[src/rtl/dmem_pkg.sv]
// Shared types and constants for the data-memory responder: MMIO offsets,
// the store-log entry layout and the address decoder.
package dmem_pkg;

    localparam logic [31:0] DONE_OFS   = 32'h0000_0000;
    localparam logic [31:0] STATUS_OFS = 32'h0000_0004;

    typedef struct packed {
        logic [31:0] adr;
        logic [31:0] data;
    } log_entry_t;

    typedef enum logic [1:0] {
        DEC_RAM    = 2'd0,
        DEC_DONE   = 2'd1,
        DEC_STATUS = 2'd2,
        DEC_NONE   = 2'd3
    } dec_e;

    // Classifies a word-aligned byte address into the region it selects.
    function automatic dec_e decode(input logic [31:0] wadr,
                                    input logic [31:0] mmio_base,
                                    input logic [31:0] ram_bytes);
        dec_e dec;
        if (wadr < ram_bytes) begin
            dec = DEC_RAM;
        end else if (wadr == mmio_base + DONE_OFS) begin
            dec = DEC_DONE;
        end else if (wadr == mmio_base + STATUS_OFS) begin
            dec = DEC_STATUS;
        end else begin
            dec = DEC_NONE;
        end
        return dec;
    endfunction

endpackage

[src/rtl/dmem_responder_if.sv]
// Core-facing store/load bus plus the store-log drain port of dmem_responder.
interface dmem_responder_if;
    logic        mem_write_pi;
    logic [31:0] data_adr_pi;
    logic [31:0] write_data_pi;
    logic [31:0] read_data_po;
    logic        log_valid_po;
    logic        log_ready_pi;
    logic [31:0] log_adr_po;
    logic [31:0] log_data_po;
    logic        done_po;
    logic [31:0] done_value_po;
    logic        err_po;
    logic        overflow_po;

    modport master (
        output mem_write_pi, data_adr_pi, write_data_pi, log_ready_pi,
        input  read_data_po, log_valid_po, log_adr_po, log_data_po,
               done_po, done_value_po, err_po, overflow_po
    );

    modport slave (
        input  mem_write_pi, data_adr_pi, write_data_pi, log_ready_pi,
        output read_data_po, log_valid_po, log_adr_po, log_data_po,
               done_po, done_value_po, err_po, overflow_po
    );
endinterface

[src/rtl/dmem_responder_sync_fifo.sv]
// Synchronous FIFO with extra pointer bit to tell full from empty; head is
// presented combinationally from the storage array.
module sync_fifo #(
    parameter int WIDTH = 64,
    parameter int DEPTH = 8
) (
    input  logic                       clk_i,
    input  logic                       rst_i,
    input  logic                       push_i,
    input  logic                       pop_i,
    input  logic [WIDTH-1:0]           wdata_i,
    output logic [WIDTH-1:0]           rdata_o,
    output logic                       full_o,
    output logic                       empty_o,
    output logic [$clog2(DEPTH):0]     count_o
);
    localparam int             PW        = $clog2(DEPTH);
    localparam logic [PW:0]    PTR_ONE   = (PW+1)'(1);
    localparam logic [PW:0]    DEPTH_CNT = (PW+1)'(DEPTH);

    logic [WIDTH-1:0] mem_q [DEPTH];
    logic [PW:0]      wr_ptr_q, wr_ptr_d;
    logic [PW:0]      rd_ptr_q, rd_ptr_d;

    assign count_o = wr_ptr_q - rd_ptr_q;
    assign full_o  = (count_o == DEPTH_CNT);
    assign empty_o = (wr_ptr_q == rd_ptr_q);
    assign rdata_o = mem_q[rd_ptr_q[PW-1:0]];

    // Pointer advance; a push into a full FIFO without a pop is ignored.
    always_comb begin
        wr_ptr_d = wr_ptr_q;
        rd_ptr_d = rd_ptr_q;
        if (push_i && (!full_o || pop_i)) begin
            wr_ptr_d = wr_ptr_q + PTR_ONE;
        end else begin
            wr_ptr_d = wr_ptr_q;
        end
        if (pop_i && !empty_o) begin
            rd_ptr_d = rd_ptr_q + PTR_ONE;
        end else begin
            rd_ptr_d = rd_ptr_q;
        end
    end

    // Pointer registers with synchronous reset.
    always_ff @(posedge clk_i) begin
        if (rst_i) begin
            wr_ptr_q <= '0;
            rd_ptr_q <= '0;
        end else begin
            wr_ptr_q <= wr_ptr_d;
            rd_ptr_q <= rd_ptr_d;
        end
    end

    // Entry storage, written at the tail when the push is taken.
    always_ff @(posedge clk_i) begin
        if (!rst_i && push_i && (!full_o || pop_i)) begin
            mem_q[wr_ptr_q[PW-1:0]] <= wdata_i;
        end
    end
endmodule

[src/rtl/dmem_responder.sv]
// Data-memory responder: word RAM (async read, sync write), DONE/STATUS MMIO
// registers, sticky error flags and a store log drained over valid/ready.
module dmem_responder
    import dmem_pkg::*;
#(
    parameter int          RAM_WORDS = 64,
    parameter logic [31:0] MMIO_BASE = 32'h0000_1000,
    parameter int          LOG_DEPTH = 8,
    parameter string       INIT_FILE = ""
) (
    input logic            clk_pi,
    input logic            reset_pi,
    dmem_responder_if.slave bus
);
    localparam int          AW        = $clog2(RAM_WORDS);
    localparam int          CW        = $clog2(LOG_DEPTH) + 1;
    localparam logic [31:0] RAM_BYTES = 32'(RAM_WORDS * 4);

    logic [31:0] ram_q [RAM_WORDS];

    logic [31:0] wadr_s;
    dec_e        dec_s;
    logic        accept_s, reject_s, ram_we_s;
    logic        push_s, pop_s, full_s, empty_s;
    logic [CW-1:0] count_s;
    log_entry_t  head_s, new_entry_s;

    logic        done_q, done_d;
    logic [31:0] done_value_q, done_value_d;
    logic        err_q, err_d;
    logic        overflow_q, overflow_d;

    // Low address bits are ignored for decode; stores additionally require them zero.
    assign wadr_s = {bus.data_adr_pi[31:2], 2'b00};
    assign dec_s  = decode(wadr_s, MMIO_BASE, RAM_BYTES);

    // Store classification and log push/pop handshake.
    always_comb begin
        accept_s    = 1'b0;
        reject_s    = 1'b0;
        if (!reset_pi && bus.mem_write_pi) begin
            accept_s = (bus.data_adr_pi[1:0] == 2'b00) &&
                       ((dec_s == DEC_RAM) || (dec_s == DEC_DONE));
            reject_s = !accept_s;
        end else begin
            accept_s = 1'b0;
            reject_s = 1'b0;
        end
        ram_we_s    = accept_s && (dec_s == DEC_RAM);
        pop_s       = !empty_s && bus.log_ready_pi;
        push_s      = accept_s && (!full_s || pop_s);
        new_entry_s = '{adr: bus.data_adr_pi, data: bus.write_data_pi};
    end

    // RAM write port; contents survive reset.
    always_ff @(posedge clk_pi) begin
        if (ram_we_s) begin
            ram_q[bus.data_adr_pi[AW+1:2]] <= bus.write_data_pi;
        end
    end

    sync_fifo #(
        .WIDTH ($bits(log_entry_t)),
        .DEPTH (LOG_DEPTH)
    ) u_log (
        .clk_i   (clk_pi),
        .rst_i   (reset_pi),
        .push_i  (push_s),
        .pop_i   (pop_s),
        .wdata_i (new_entry_s),
        .rdata_o (head_s),
        .full_o  (full_s),
        .empty_o (empty_s),
        .count_o (count_s)
    );

    // Sticky flag next-state: first DONE store wins, errors and drops latch.
    always_comb begin
        done_d       = done_q;
        done_value_d = done_value_q;
        err_d        = err_q | reject_s;
        overflow_d   = overflow_q | (accept_s && full_s && !pop_s);
        if (accept_s && (dec_s == DEC_DONE) && !done_q) begin
            done_d       = 1'b1;
            done_value_d = bus.write_data_pi;
        end else begin
            done_d       = done_q;
            done_value_d = done_value_q;
        end
    end

    // Sticky flag registers.
    always_ff @(posedge clk_pi) begin
        if (reset_pi) begin
            done_q       <= 1'b0;
            done_value_q <= 32'h0000_0000;
            err_q        <= 1'b0;
            overflow_q   <= 1'b0;
        end else begin
            done_q       <= done_d;
            done_value_q <= done_value_d;
            err_q        <= err_d;
            overflow_q   <= overflow_d;
        end
    end

    // Combinational load mux for the single-cycle core.
    always_comb begin
        bus.read_data_po = 32'h0000_0000;
        case (dec_s)
            DEC_RAM:    bus.read_data_po = ram_q[bus.data_adr_pi[AW+1:2]];
            DEC_DONE:   bus.read_data_po = {31'b0, done_q};
            DEC_STATUS: bus.read_data_po = {16'b0, 8'(count_s), 5'b0,
                                            overflow_q, err_q, !empty_s};
            default:    bus.read_data_po = 32'h0000_0000;
        endcase
    end

    assign bus.log_valid_po  = !empty_s;
    assign bus.log_adr_po    = head_s.adr;
    assign bus.log_data_po   = head_s.data;
    assign bus.done_po       = done_q;
    assign bus.done_value_po = done_value_q;
    assign bus.err_po        = err_q;
    assign bus.overflow_po   = overflow_q;
endmodule
[src/flat_wrapper.sv]
// flat-port wrapper written by rule: the top's interface ports become plain ports
module dmem_responder_flat import dmem_pkg::*;
#(
    parameter int          RAM_WORDS = 64,
    parameter logic [31:0] MMIO_BASE = 32'h0000_1000,
    parameter int          LOG_DEPTH = 8,
    parameter string       INIT_FILE = ""
)
  (clk_pi, reset_pi, bus_mem_write_pi, bus_data_adr_pi, bus_write_data_pi, bus_log_ready_pi, bus_read_data_po, bus_log_valid_po, bus_log_adr_po, bus_log_data_po, bus_done_po, bus_done_value_po, bus_err_po, bus_overflow_po);
  dmem_responder_if bus_i ();
  input logic clk_pi;
  input logic reset_pi;
  input wire logic [$bits(bus_i.mem_write_pi)-1:0] bus_mem_write_pi;
  input wire logic [$bits(bus_i.data_adr_pi)-1:0] bus_data_adr_pi;
  input wire logic [$bits(bus_i.write_data_pi)-1:0] bus_write_data_pi;
  input wire logic [$bits(bus_i.log_ready_pi)-1:0] bus_log_ready_pi;
  output wire logic [$bits(bus_i.read_data_po)-1:0] bus_read_data_po;
  output wire logic [$bits(bus_i.log_valid_po)-1:0] bus_log_valid_po;
  output wire logic [$bits(bus_i.log_adr_po)-1:0] bus_log_adr_po;
  output wire logic [$bits(bus_i.log_data_po)-1:0] bus_log_data_po;
  output wire logic [$bits(bus_i.done_po)-1:0] bus_done_po;
  output wire logic [$bits(bus_i.done_value_po)-1:0] bus_done_value_po;
  output wire logic [$bits(bus_i.err_po)-1:0] bus_err_po;
  output wire logic [$bits(bus_i.overflow_po)-1:0] bus_overflow_po;
  assign bus_i.mem_write_pi = bus_mem_write_pi;
  assign bus_i.data_adr_pi = bus_data_adr_pi;
  assign bus_i.write_data_pi = bus_write_data_pi;
  assign bus_i.log_ready_pi = bus_log_ready_pi;
  assign bus_read_data_po = bus_i.read_data_po;
  assign bus_log_valid_po = bus_i.log_valid_po;
  assign bus_log_adr_po = bus_i.log_adr_po;
  assign bus_log_data_po = bus_i.log_data_po;
  assign bus_done_po = bus_i.done_po;
  assign bus_done_value_po = bus_i.done_value_po;
  assign bus_err_po = bus_i.err_po;
  assign bus_overflow_po = bus_i.overflow_po;
  dmem_responder #(.RAM_WORDS(RAM_WORDS), .MMIO_BASE(MMIO_BASE), .LOG_DEPTH(LOG_DEPTH), .INIT_FILE(INIT_FILE)) u_core (.clk_pi(clk_pi), .reset_pi(reset_pi), .bus(bus_i));
endmodule
[config.mk]
export PLATFORM = sky130hd
export DESIGN_NAME = dmem_responder_flat
export DESIGN_NICKNAME = d
export VERILOG_FILES = /design/src/rtl/dmem_pkg.sv /design/src/rtl/dmem_responder_if.sv /design/src/rtl/dmem_responder_sync_fifo.sv /design/src/rtl/dmem_responder.sv /design/src/flat_wrapper.sv
export SDC_FILE = /design/constraint.sdc
export NUM_CORES = 2
export LEC_CHECK = 0
export ABC_CLOCK_PERIOD_IN_PS = 12900
export CORE_UTILIZATION = 50
export DETAILED_ROUTE_END_ITERATION = 8
export PLACE_DENSITY = 0.66
export SKIP_CTS_REPAIR_TIMING = 1
export SLEW_MARGIN = 25
export SYNTH_ARGS = -nofsm -noshare
export SYNTH_HDL_FRONTEND = slang
export SYNTH_HIERARCHICAL = 1
export SYNTH_SLANG_ARGS = --single-unit
[constraint.sdc]
create_clock -name clk_pi -period 12.9 [get_ports clk_pi]
set_clock_uncertainty 0.2 [all_clocks]
set_input_delay 3.87 -clock clk_pi [delete_from_list [all_inputs] [get_ports clk_pi]]
set_output_delay 3.87 -clock clk_pi [all_outputs]
set_load 0.01 [all_outputs]
==> impl_metrics.py <==
metrics = {
    "logic_synthesis": {
        "synth_cell_types": 61,
        "syn_inst": 4268,
        "synth_edf_count": 2560,
        "ys_ff_latch": 2606,
        "async_flop_share_pct": 0,
        "synthTopCellsByArea": "edfxtp_1 (77%), mux4_2 (15%), mux2i_1 (2.4%), dfxtp_1 (0.92%), mux2_2 (0.77%)",
        "synth_top_cell_by_area": "edfxtp_1",
        "yosys-top-cells-count": "edfxtp_1 (2560), mux4_2 (643), mux2i_1 (240), nor2_1 (133), buf_2 (77)",
        "synth_most_common_cell": "edfxtp_1",
        "ys_seq_area_share_pct": 78.0,
        "syn_area_mm2": 0.0998,
        "synth_nets": 4342,
        "synth_top_area_share_pct": 77.0,
        "synthFlopType": "edfxtp_1",
        "yosys_warnings": 6,
        "avgSynthCellArea_um2": 23.4,
    },
    "clocking": {
        "cts_tree": "yes",
        "cts_sinks": 2606,
        "cts_max_level": 5,
        "clk_pin_slew_worst_paths_ns": 0.05,
        "cts_buffers": 276,
        "clkLatencyLatePin_ns": 0.88,
        "cts_root_buf": "clkbuf_16",
        "clockBufferDepth": 4,
    },
    "placed_design": {
        "dp_slack_ns": 1.08,
        "gp_congestion": 0.955,
        "hpwl_um": 136000,
        "io_buffers": 199,
    },
    "power": {
        "power.density_mw_per_mm2": 152,
        "power_frac_comb_pct": 4.0,
        "power.leakage_uw": 0.0355,
        "p_switching_uw": 3550,
        "p_int_uw": 13800,
        "seqPwrFrac_pct": 53.6,
        "switching_share_pct": 20.5,
        "clkPwrFrac_pct": 42.4,
        "peakVddDrop_uv": 108,
    },
    "critical_path": {
        "critPathKind": "in -> out",
        "reg2reg_slack_ns": 8.88,
        "cp-end-kind": "output pin",
        "cp.required_ns": 8.83,
        "path_max_fanout": 31,
        "startpoint_type": "primary input",
        "arrival_ns": 7.84,
    },
    "layout": {
        "final_net_count": 4768,
        "fill_cells": 14200,
        "area_growth_syn_to_layout_pct": 14.2,
        "drive_gt1_share_pct": 28.2,
    },
    "global_route": {
        "met1_usage_pct": 35.0,
        "grt_overflow_total": 0,
        "grt_util_all_layers_pct": 24.3,
        "grt_max_degree": 105,
        "antenna_found_initial": 15,
        "busiest_layer": "met2",
        "grt_pass1_wl_um": 348000,
        "grtUsageMet2_pct": 37.2,
        "grt_pass1_vias": 46500,
        "groute.layer.met3.usage_pct": 4.99,
    },
    "routing": {
        "drcViolationCount": 0,
        "vias_per_cell": 6.25,
        "drtIter0Drc": 5939,
        "antenna_left": 0,
        "vias": 46900,
        "wl_per_cell_um": 32.8,
        "dr.pass1.iters": 5,
        "wl_um": 246000,
    },
    "floorplanning": {
        "dieArea_mm2": 0.201,
        "die_height_um": 449,
        "rows": 163,
        "die_x_um": 449,
        "core_area_mm2": 0.198,
        "start_util_pct": 50.4,
        "io_pins": 200,
    },
    "sta": {
        "whs_ns": 0.294,
        "slew_viol_final": 0,
        "min_period_ns": 11.91,
        "fmax_ghz": 0.0840,
        "finalHoldViolCount": 0,
        "setup_viol": 0,
        "worst_slew_pin_slew_ns": 1.15,
        "finalSetupTns_ns": 0,
        "setup_ws_ns": 0.993,
        "max-slew-margin-rel_pct": 21.4,
        "rsz0062_at_grt": "false",
        "min_period_over_period_pct": 92.3,
    },
    "outcome": {
        "status": "finished clean",
    },
    "run": {
        "maxCapViolations": 0,
    },
    "min_path": {
        "hold_class": "reg -> reg",
    },
}
==> power groups by stage <==
stage / Sequential (µW) / Combinational, µW / Clock (µW)
after floorplan: 9470 / 339 / 0
after global placement: 9470 / 678 / 0
after CTS: 9290 / 692 / 7460
after global routing: 9290 / 717 / 7740
final: 9290 / 688 / 7340
after detailed placement: 9470 / 691 / 0
==> registers in the layout (all words and copies together) (netlist names), named ones only <==
register	flops
u_core/bus.done_po	1
u_core/bus.done_value_po	32
u_core/bus.err_po	1
u_core/bus.overflow_po	1
u_core/ram_q	2048
u_core/u_log/mem_q	512
u_core/u_log/rd_ptr_q	4
u_core/u_log/wr_ptr_q	4
==> final cells by class <==
class                           count  area (µm²)  share of cell area [%]
Antenna cell                        6        15.0                  0.0132
Tap cell                         2640        3300                    2.90
Inverter                           13        48.8                  0.0428
Clock buffer                      348        7350                    6.45
Timing Repair Buffer              373        3420                    3.00
Multi-Input combinational cell   1424       21100                    18.6
Clock inverter                    106         830                   0.728
Sequential cell                  2606       77800                    68.3
==> per-layer routing <==
metal | part of all wire, % | vias up
met5 | 0.032 | -
met4 | 3.7 | 14
met3 | 9.3 | 428
met2 | 47 | 2308
met1 | 40 | 25200
li1 | - | 19000
==> layout by cell type (no fill, tap or decap), drive strengths merged, types with 4 or more instances in the layout <==
cell type	n
mux4	652
ha	5
nor4	16
a32o	6
a22oi	68
nor3	19
or2	5
a21oi	38
a211oi	5
o211ai	24
nand3	9
buf	211
clkinv	83
nand2	45
nor2	133
nand2b	6
nand3b	4
clkbuf	349
bufinv	12
clkdlybuf4s50	161
diode	6
inv	20
mux2i	240
edfxtp	2560
clkinvlp	4
a22o	6
mux2	68
o22ai	24
dfxtp	46
o21ai	11
nor2b	9
==> cells by family (layout without fill, tap and decap cells) <==
group / Yosys count / count (layout) / synth area share [%]
flip-flops: 2606 / 2606 / 78.0
multiplexers: 960 / 960 / 17.9
AND/OR/NAND/NOR: 256 / 256 / 1.18
buffers and inverters: 238 / 840 / 1.40
AO/OA/AOI/OAI: 197 / 197 / 1.41
adder cells (fa/ha/maj): 6 / 6 / 0.0828
XOR/XNOR: 5 / 5 / 0.0514
other: 0 / 6 / 0
==> final timing paths <==
check                                     from                           end  cells past startpoint
hold / removal    u_core/bus.done_value_po[27]  u_core/bus.done_value_po[27]                      2
setup / recovery            bus_data_adr_pi[6]           bus_read_data_po[1]                      8
setup reg to reg      u_core/u_log/wr_ptr_q[1]     u_core/u_log/mem_q[0][15]                     10
hold reg to reg   u_core/bus.done_value_po[27]  u_core/bus.done_value_po[27]                      2
==> worst max-delay path, cell delays in order <==
cell and delay [ns]:
clkdlybuf4s50_1 0.77, inv_1 0.46, nor3_2 0.08, buf_4 0.29
a22o_1 0.24, a2111oi_0 0.96, a32o_1 0.53, clkdlybuf4s50_1 0.61
==> stage by stage <==
step / area (µm²) / util [%] / std cells / power [µW]
final: 114000 / 57.6 / 7516 / 17300
after global routing: 114000 / 57.6 / 7511 / 17700
after CTS: 114000 / 57.6 / 7508 / 17400
after detailed placement: 106000 / 53.4 / 7054 / 10200
after global placement: 106000 / 53.4 / 7053 / 10200
after floorplan: 99800 / - / 4268 / 9810
Power figures use the tool's default switching activity.
